`config.mk`:
```
export PLATFORM = sky130hd
export DESIGN_NAME = game_cmd_decoder
export DESIGN_NICKNAME = d
export VERILOG_FILES = /design/src/rtl/game_cmd_pkg.sv /design/src/rtl/cmd_fifo.sv /design/src/rtl/game_cmd_decoder.sv
export SDC_FILE = /design/constraint.sdc
export NUM_CORES = 1
export LEC_CHECK = 0
export CAP_MARGIN = 15
export CELL_PAD_IN_SITES_DETAIL_PLACEMENT = 1
export CELL_PAD_IN_SITES_GLOBAL_PLACEMENT = 2
export CORE_UTILIZATION = 40
export CTS_CLUSTER_DIAMETER = 200
export DETAILED_ROUTE_END_ITERATION = 8
export GPL_TIMING_DRIVEN = 0
export PLACE_DENSITY = 0.89
export SLEW_MARGIN = 20
export SYNTH_ARGS = -nofsm -noshare
export SYNTH_HDL_FRONTEND = slang
export SYNTH_SLANG_ARGS = --single-unit
export TNS_END_PERCENT = 100
```
`constraint.sdc`:
```
create_clock -name CLOCK_50 -period 5.5 [get_ports CLOCK_50]
set_input_delay 0.825 -clock CLOCK_50 [delete_from_list [all_inputs] [get_ports CLOCK_50]]
set_output_delay 0.825 -clock CLOCK_50 [all_outputs]
set_load 0.05 [all_outputs]
```
`src/rtl/game_cmd_pkg.sv`:
```
// game_cmd_pkg: command byte layout, object count and decoder FSM encoding
package game_cmd_pkg;
  localparam int TEAM_BIT = 7;
  localparam int ID_MSB = 6;
  localparam int ID_LSB = 4;
  localparam int DIR_YM = 3;
  localparam int DIR_YP = 2;
  localparam int DIR_XM = 1;
  localparam int DIR_XP = 0;
  localparam int BALL_ID = 7;
  localparam int NUM_OBJ = 16;
  typedef enum logic [1:0] {IDLE = 2'd0, READ = 2'd1, APPLY = 2'd2} state_t;
  function automatic logic dir_conflict(input logic [7:0] d);
    return (d[DIR_XP] & d[DIR_XM]) | (d[DIR_YP] & d[DIR_YM]);
  endfunction
endpackage

```
`src/rtl/cmd_fifo.sv`:
```
// cmd_fifo: synchronous FIFO with registered read data; a push while full is accepted only with a same-cycle pop
module cmd_fifo #(
  parameter int DEPTH = 8,
  parameter int W = 8
) (
  input  logic         CLOCK_50,
  input  logic         rst,
  input  logic         push,
  input  logic         pop,
  input  logic [W-1:0] wr_data,
  output logic [W-1:0] rd_data,
  output logic         full,
  output logic         empty
);
  localparam int AW = $clog2(DEPTH);
  logic [W-1:0] mem [DEPTH];
  logic [AW:0] wr_ptr, rd_ptr;
  logic wr_en, rd_en;
  assign empty = wr_ptr == rd_ptr;
  assign full = (wr_ptr[AW] != rd_ptr[AW]) && (wr_ptr[AW-1:0] == rd_ptr[AW-1:0]);
  assign rd_en = pop & !empty;
  assign wr_en = push & (!full | rd_en);
  always_ff @(posedge CLOCK_50)
    if (wr_en) mem[wr_ptr[AW-1:0]] <= wr_data;
  always_ff @(posedge CLOCK_50) begin
    if (rst) begin
      wr_ptr <= '0;
      rd_ptr <= '0;
      rd_data <= '0;
    end else begin
      if (wr_en) wr_ptr <= wr_ptr + 1'b1;
      if (rd_en) begin
        rd_data <= mem[rd_ptr[AW-1:0]];
        rd_ptr <= rd_ptr + 1'b1;
      end
    end
  end
endmodule

```
`src/rtl/game_cmd_decoder.sv`:
```
// game_cmd_decoder: buffers UART command bytes, decodes them into per-object direction flags and issues move strobes
// CMD_STICKY_EN: when defined, flags persist across ticks until overwritten by a new command
module game_cmd_decoder
  import game_cmd_pkg::*;
#(
  parameter int FIFO_DEPTH = 8,
  parameter int TICK_DIV = 65536
) (
  input  logic               CLOCK_50,
  input  logic               rst,
  input  logic [7:0]         rx_data,
  input  logic               rx_valid,
  output logic               move_tick,
  output logic [NUM_OBJ-1:0] move_xp,
  output logic [NUM_OBJ-1:0] move_xm,
  output logic [NUM_OBJ-1:0] move_yp,
  output logic [NUM_OBJ-1:0] move_ym,
  output logic [7:0]         cmd_count,
  output logic               err_conflict,
  output logic               fifo_overflow
);
`ifdef CMD_STICKY_EN
  localparam bit STICKY = 1'b1;
`else
  localparam bit STICKY = 1'b0;
`endif
  localparam int TW = $clog2(TICK_DIV);
  state_t state, state_nx;
  logic pop, cap, apply, full, empty;
  logic [7:0] head, cmd;
  logic [3:0] obj;
  logic [TW-1:0] tick_cnt;
  logic [NUM_OBJ-1:0] f_xp, f_xm, f_yp, f_ym;
  cmd_fifo #(.DEPTH(FIFO_DEPTH), .W(8)) u_fifo (
    .CLOCK_50,
    .rst,
    .push(rx_valid),
    .pop,
    .wr_data(rx_data),
    .rd_data(head),
    .full,
    .empty
  );
  always_ff @(posedge CLOCK_50) state <= rst ? IDLE : state_nx;
  always_comb state_nx = state == IDLE ? (empty ? IDLE : READ) : state == READ ? APPLY : IDLE;
  always_comb begin
    pop = state == IDLE && !empty;
    cap = state == READ;
    apply = state == APPLY;
  end
  assign obj = {cmd[TEAM_BIT], cmd[ID_MSB:ID_LSB]};
  assign move_tick = tick_cnt == TW'(TICK_DIV - 1);
  assign move_xp = {NUM_OBJ{move_tick}} & f_xp;
  assign move_xm = {NUM_OBJ{move_tick}} & f_xm;
  assign move_yp = {NUM_OBJ{move_tick}} & f_yp;
  assign move_ym = {NUM_OBJ{move_tick}} & f_ym;
  always_ff @(posedge CLOCK_50) begin
    if (rst) begin
      tick_cnt <= '0;
      cmd <= '0;
      f_xp <= '0;
      f_xm <= '0;
      f_yp <= '0;
      f_ym <= '0;
      cmd_count <= '0;
      err_conflict <= 1'b0;
      fifo_overflow <= 1'b0;
    end else begin
      tick_cnt <= move_tick ? '0 : tick_cnt + 1'b1;
      if (cap) cmd <= head;
      if (move_tick && !STICKY) begin
        f_xp <= '0;
        f_xm <= '0;
        f_yp <= '0;
        f_ym <= '0;
      end
      // the object write follows the tick clear so a same-cycle command survives it
      if (apply && !dir_conflict(cmd)) begin
        f_xp[obj] <= cmd[DIR_XP];
        f_xm[obj] <= cmd[DIR_XM];
        f_yp[obj] <= cmd[DIR_YP];
        f_ym[obj] <= cmd[DIR_YM];
        cmd_count <= cmd_count + 8'd1;
      end
      if (apply && dir_conflict(cmd)) err_conflict <= 1'b1;
      if (rx_valid && full && !pop) fifo_overflow <= 1'b1;
    end
  end
endmodule

```
Yosys cells after proc, flatten, opt, wreduce, memory -nomap -nowiden
Memories as Yosys holds them, arrays and structs flattened. A register that Yosys moved wholly into a read port is not among the register bits.
Index checks and enable logic that the tools add are counted.
W data, S select, Z words.
{"block": "op_classes", "add_sub_neg": 4, "mul": 0, "div_mod_pow": 0, "magnitude_cmp": 2, "n_eq_ne": 6, "n_shift": 0, "muxes": 23, "n_bitwise": 10, "reduce_logical": 13}
{"cell": "$mux W16", "n": 12}
{"cell": "$and A16 B16 Y16", "n": 4}
{"cell": "$bwmux W16", "n": 4}
{"cell": "$add A16 B1 Y16 const B", "n": 1}
{"cell": "$eq A16 B16 Y1 const B", "n": 1}
{"cell": "$add A4 B1 Y4 const B", "n": 2}
{"cell": "$add A8 B1 Y8 const B", "n": 1}
{"cell": "$logic_and A1 B1 Y1", "n": 7}
{"cell": "$lt A4 B5 Y1 const B", "n": 1}
{"cell": "$and A1 B1 Y1", "n": 4}
{"cell": "$demux W1 S4", "n": 1}
{"cell": "$eq A4 B4 Y1", "n": 1}
{"cell": "$ge A4 B1 Y1 const B", "n": 1}
{"cell": "$logic_not A1 Y1", "n": 4}
{"cell": "$mux W1", "n": 4}
{"cell": "$mux W2", "n": 2}
{"cell": "$eq A3 B3 Y1", "n": 1}
{"cell": "$eq A2 B1 Y1 const B", "n": 1}
{"cell": "$eq A2 B2 Y1 const B", "n": 1}
{"cell": "$logic_not A2 Y1", "n": 1}
{"cell": "$or A1 B1 Y1", "n": 2}
{"cell": "$reduce_or A2 Y1", "n": 1}
{"cell": "$ne A1 B1 Y1", "n": 1}
{"block": "word_totals", "regBits": 108, "latch_bits": 0, "ramBits": 64, "mem_bits_ro": 0, "input_bits": 11, "output_inout_bits": 75, "elab_cells": 71, "n_memories": 1}
{"memory": "u_fifo.mem", "depth": 8, "word_bits": 8, "rd": 1, "rd_ports_with_merged_regs": 1, "write_ports": 1, "line_no": "cmd_fifo.sv:16", "text": "logic [W-1:0] mem [DEPTH];"}

Longest topological paths before layout
{"block": "logic_depth", "depth_word": 8, "ltp_mapped": 7, "ltp_nobuf": 5}

Cells and area by module
A second synthesis with hierarchy kept.
{"block": "unflattened", "hier_cells": 686, "hier_area_um2": 7912.6}
{"module": "game_cmd_decoder", "n_inst": 1, "cells_each": 500, "area_each_um2": 4606.9, "seq_area_each_um2": 2001.9}
{"module": "cmd_fifo", "n_inst": 1, "cells_each": 186, "area_each_um2": 3305.7, "seq_area_each_um2": 2242.2}

Worst setup path before layout
Ideal clock, no wire load.
{"block": "synth_timing", "path_kind": "reg-to-output", "start": "reg tick_cnt[0]", "end": "out move_xp[10]", "arrival_time_ps": 2331, "required_time_ps": 4675, "path_slack_ps": 2344, "stages_incl_launch_ff": 8, "path_buffers": 3, "cell_sequence": "dfxtp_1 > ha_1 > nand4_2 > or4_1 > buf_4 > buf_6 > buf_6 > nor2_1"}
{"block": "synth_between", "elab_chain_len": 2}
{"element": "start: declaration", "line_no": "game_cmd_decoder.sv:32", "text": "logic [TW-1:0] tick_cnt;"}
{"element": "start signal: assignment", "line_no": "game_cmd_decoder.sv:69", "text": "tick_cnt <= move_tick ? '0 : tick_cnt + 1'b1;"}
{"element": "$eq A16 B16 Y1", "line_no": "game_cmd_decoder.sv:52", "text": "assign move_tick = tick_cnt == TW'(TICK_DIV - 1);"}
{"element": "$and A16 B16 Y16", "line_no": "game_cmd_decoder.sv:53", "text": "assign move_xp = {NUM_OBJ{move_tick}} & f_xp;"}
{"element": "end: declaration", "line_no": "game_cmd_decoder.sv:14", "text": "output logic [NUM_OBJ-1:0] move_xp,"}
Every way passes these cells.

Final worst setup path
{"block": "layout_timing", "start": "reg tick_cnt[0]", "end": "out move_xm[0]"}
{"block": "layout_between", "elab_chain_len": 2}
{"element": "$eq A16 B16 Y1", "line_no": "game_cmd_decoder.sv:52"}
{"element": "$and A16 B16 Y16", "line_no": "game_cmd_decoder.sv:54", "text": "assign move_xm = {NUM_OBJ{move_tick}} & f_xm;"}
{"element": "end: declaration", "line_no": "game_cmd_decoder.sv:15", "text": "output logic [NUM_OBJ-1:0] move_xm,"}
Every way passes these cells.

==> flow_metrics.tcl <==
set metrics [dict create \
    switching_power_uw 889 \
    clockPowerShare_pct 38.5 \
    clock.fmax_ghz 0.244 \
    synth.area.top_cells "sky130_fd_sc_hd__dfxtp_1 (30%), sky130_fd_sc_hd__edfxtp_1 (25%), sky130_fd_sc_hd__o32ai_1 (7.2%)" \
    timing.max_cap.violations 0 \
    share_seq_of_total_power_pct 47.6 \
    critPathTopFamily "buffers and inverters" \
    layout.area.seq_um2 4240 \
    final_period_minus_worst_setup_slack_ns 4.10 \
    cts_tree "yes" \
    worstPathCellList "ha_1 -> nand4_2 -> or4_1 -> buf_4 -> buf_6 -> buf_12 -> nor2_4 -> clkdlybuf4s50_1" \
    cts_hold_repair.buffers 0 \
    wire_per_inst_um 18.7 \
    peakVddDrop_mv 0.225 \
    synthCells 690 \
    final_hold_fails 0 \
    worst_setup_path_end_kind "primary output" \
    timing.final.setup_violations 0 \
    worst-setup-path-type "reg -> out" \
    crit_path_max_incr_delay_ns 0.81 \
    hold_path.class "reg -> reg" \
    grt_first_pass_wirelength_mm 31.5 \
    rsz0062_at_grt "false" \
    post_dp_cell_area_um2 9010 \
    worst_slew_pin_slew_ns 0.879 \
    detail_route.drc_violations 0 \
    async_set_or_reset_register_ratio_after_synthesis_pct 0 \
    clock_network_latency_to_the_later_pin_of_the_worst_skew_pair_ns 0.44 \
    wl_met1_mm 8.42 \
    final_cells 1067 \
    static-leakage-power_nw 2.97 \
    multi_input_area_um2 3040 \
    run_status "finished clean" \
    setup_ws_ns 1.40 \
    grt_overflow_total 0 \
    final-max-slew-violation-count 0 \
    die_width_um 142 \
    synth_warnings 0 \
    met2_length_mm 10.6 \
    maximum_number_of_pins_on_one_net_before_global_route_repair 20 \
    synth_common_cells "sky130_fd_sc_hd__dfxtp_1 (116), sky130_fd_sc_hd__inv_1 (70), sky130_fd_sc_hd__edfxtp_1 (64), sky130_fd_sc_hd__o32ai_1 (64), sky130_fd_sc_hd__nor2_1 (60)" \
    critical_path_required_ns 4.68 \
    ff2ff_path_depth 6 \
    die-height_um 142 \
    pre_antenna_drt_iters 5 \
    cts.clk_slew.worst_paths_ns 0.07 \
    p_int_mw 2.21 \
    netlist-cell-type-count 46 \
    worst_hold_path_stage_count 2 \
    yosys.area_share.xor_xnor_pct 2.47 \
    p_comb_share_pct 14.0 \
    synth_area_per_cell_um2 11.3 \
    grt_antenna_before_repair 0 \
    fin_skew_ns 0.0123 \
    wirelength_mm 20.0 \
    portBuffers 84 \
    avgViaCountPerCell 5.20 \
    synth_top_flop_cell "sky130_fd_sc_hd__dfxtp_1" \
    synth-compound-area-share_pct 10.4 \
    io_pins 86 \
    timing.critical_path.buf_inv 4 \
    htree_levels 4 \
    dr_total_vias 5547 \
    yosysTopAreaCellShare_pct 29.7 \
    dpl.cell_count 1035 \
    first_global_vias 5847 \
    total_non_filler_cell_area_in_the_finished_layout_um2 9590 \
    route.antenna.remaining_nets 0 \
    num-fill-cells 2023 \
    cts-root-buf "sky130_fd_sc_hd__clkbuf_16" \
    fp.coreArea_um2 18900 \
    antennaDiodeCount 0 \
    synth-seq-cells 180 \
    synthMuxAreaShare_pct 6.47 \
    critical_path.slowest_cell "sky130_fd_sc_hd__clkdlybuf4s50_1" \
    synth_top_area_cell "sky130_fd_sc_hd__dfxtp_1" \
    crit_arrival_ns 3.28 \
    final_min_period_over_clock_period_pct 74.6 \
    synthesis.area_um2 7810 \
    met3RoutedLength_um 589 \
    cp_max_fo 10 \
    synth-simple-area-share_pct 18.5 \
    fp-row-count 50 \
    detailed_place_hpwl_mm 14.3 \
    worst_setup_path_start_kind "flip-flop" \
    cts_repair_resize_count 0 \
    start_util_pct 41.3 \
    max-clock-path-buffers 2 \
    mappedNetlistNets 705 \
    cts_setup_buffers 0 \
    synth_enable_flop_cells 64 \
    fin_tns_setup_ns 0 \
    synth_adder_area_share_pct 0.641 \
    area_of_the_die_um2 20100 \
    slew-limit-headroom_pct 41.1 \
    synth_top_family_by_area "simple AND/OR/NAND/NOR gates" \
    clock_sinks 180 \
    highest_layer "met4" \
    dpl_worst_slack_ns 1.85 \
    gp_congestion 0.813 \
    worstSetupPathDepth 8 \
    pwr_density_nw_per_um2 323 \
    grtUsageTotal_pct 20.8 \
    area_delta_synth_final_pct 22.8 \
    cts_made_buffers 17 \
    synth.yosys.seq_area_share_pct 54.4 \
    nNetsFinal 809 \
    swShare_pct 28.7 \
    post_route_cells_drive_above_1_share_pct 15.5 \
    dr.first_iter.drc_count 221 \
    synthMostInstantiatedCell "sky130_fd_sc_hd__dfxtp_1" \
]
[final timing paths]
| kind | startpoint | slack [ns] | to |
|---|---|---|---|
| worst max-delay path | tick_cnt[0]$_SDFF_PP0_ | 1.40 | move_xm[0] |
| worst min-delay path | u_fifo.rd_data[2]$_SDFFE_PP0P_ | 0.46 | cmd[2]$_SDFFE_PP0P_ |
| worst max register to register | u_fifo.wr_ptr[0]$_SDFFE_PP0P_ | 2.84 | u_fifo.mem[0][3]$_DFFE_PP_ |
| worst min register to register | u_fifo.rd_data[2]$_SDFFE_PP0P_ | 0.46 | cmd[2]$_SDFFE_PP0P_ |
[routing by layer]
metal	track usage, %	vias up
met5	0	-
met4	6.45	0
met3	3.75	24
met2	39.0	109
met1	23.7	2742
li1	-	2672
[per-stage QoR]
| stage | utilization, % | hold slack [ns] | power, mW |
|---|---|---|---|
| after floorplan | - | 0.432 | 1.81 |
| after global placement | 47.5 | 0.450 | 1.91 |
| after detailed placement | 47.7 | 0.457 | 1.94 |
| after CTS | 50.7 | 0.468 | 3.12 |
| after global routing | 50.7 | 0.491 | 3.21 |
| final | 50.7 | 0.461 | 3.10 |
[registers in the layout, summed over array words and instances (netlist names)]
name / cells
cmd: 8
err_conflict: 1
u_fifo.rd_data: 8
f_xp: 16
f_ym: 16
tick_cnt: 16
fifo_overflow: 1
u_fifo.rd_ptr: 4
u_fifo.mem: 64
f_xm: 16
u_fifo.wr_ptr: 4
f_yp: 16
state: 2
cmd_count: 8
[cell type report]
| class | count | area share [%] |
|---|---|---|
| multi-input combinational | 393 | 31.7 |
| clock buffer | 17 | 4.44 |
| timing repair buffer | 85 | 8.85 |
| sequential | 180 | 44.3 |
| inverter | 70 | 2.74 |
| clock inverter | 15 | 1.57 |
| buffer | 47 | 3.05 |
| tap | 260 | 3.39 |
[cell usage in the layout (no fill, tap or decap), types with 5 or more instances in the layout]
cell and count:
sky130_fd_sc_hd__nor3_1 6, sky130_fd_sc_hd__nand4_1 26, sky130_fd_sc_hd__nand2_1 41, sky130_fd_sc_hd__clkdlybuf4s50_1 84, sky130_fd_sc_hd__nand2b_1 11, sky130_fd_sc_hd__mux2i_1 10, sky130_fd_sc_hd__a211oi_1 8, sky130_fd_sc_hd__o21ai_0 6
sky130_fd_sc_hd__edfxtp_1 64, sky130_fd_sc_hd__mux4_2 16, sky130_fd_sc_hd__o32ai_1 64, sky130_fd_sc_hd__nor2b_1 13, sky130_fd_sc_hd__xor2_1 10, sky130_fd_sc_hd__buf_12 5, sky130_fd_sc_hd__clkbuf_16 17, sky130_fd_sc_hd__nand3_1 9
sky130_fd_sc_hd__inv_8 8, sky130_fd_sc_hd__nor2_1 60, sky130_fd_sc_hd__nor2_4 49, sky130_fd_sc_hd__a21oi_1 13, sky130_fd_sc_hd__inv_1 70, sky130_fd_sc_hd__xnor2_1 12, sky130_fd_sc_hd__buf_1 9, sky130_fd_sc_hd__dfxtp_1 116
sky130_fd_sc_hd__clkbuf_1 24
[worst register-to-register path: stages, from the launching register on]
cell                      delay (ns)
sky130_fd_sc_hd__dfxtp_1        0.34
sky130_fd_sc_hd__buf_1          0.40
sky130_fd_sc_hd__xor2_1         0.27
sky130_fd_sc_hd__or3_1          0.18
sky130_fd_sc_hd__o21ai_0        0.25
sky130_fd_sc_hd__nor4_2         0.66
sky130_fd_sc_hd__buf_4          0.28
[kinds of logic after synthesis]
family,Yosys count
mux,30
xor+xnor,22
simple gates,234
buf+inv,117
fa+ha+maj,4
flops,180
compound gates,103
[power by group through the flow]
stage / Clock [mW] / Sequential [mW] / Combinational [mW]
floorplan: 0 / 1.50 / 0.314
global route: 1.26 / 1.48 / 0.478
finish: 1.19 / 1.47 / 0.433
global placement: 0 / 1.50 / 0.411
CTS: 1.21 / 1.47 / 0.439
detailed placement: 0 / 1.50 / 0.435
Note: power is estimated with default switching activity, not from simulation.
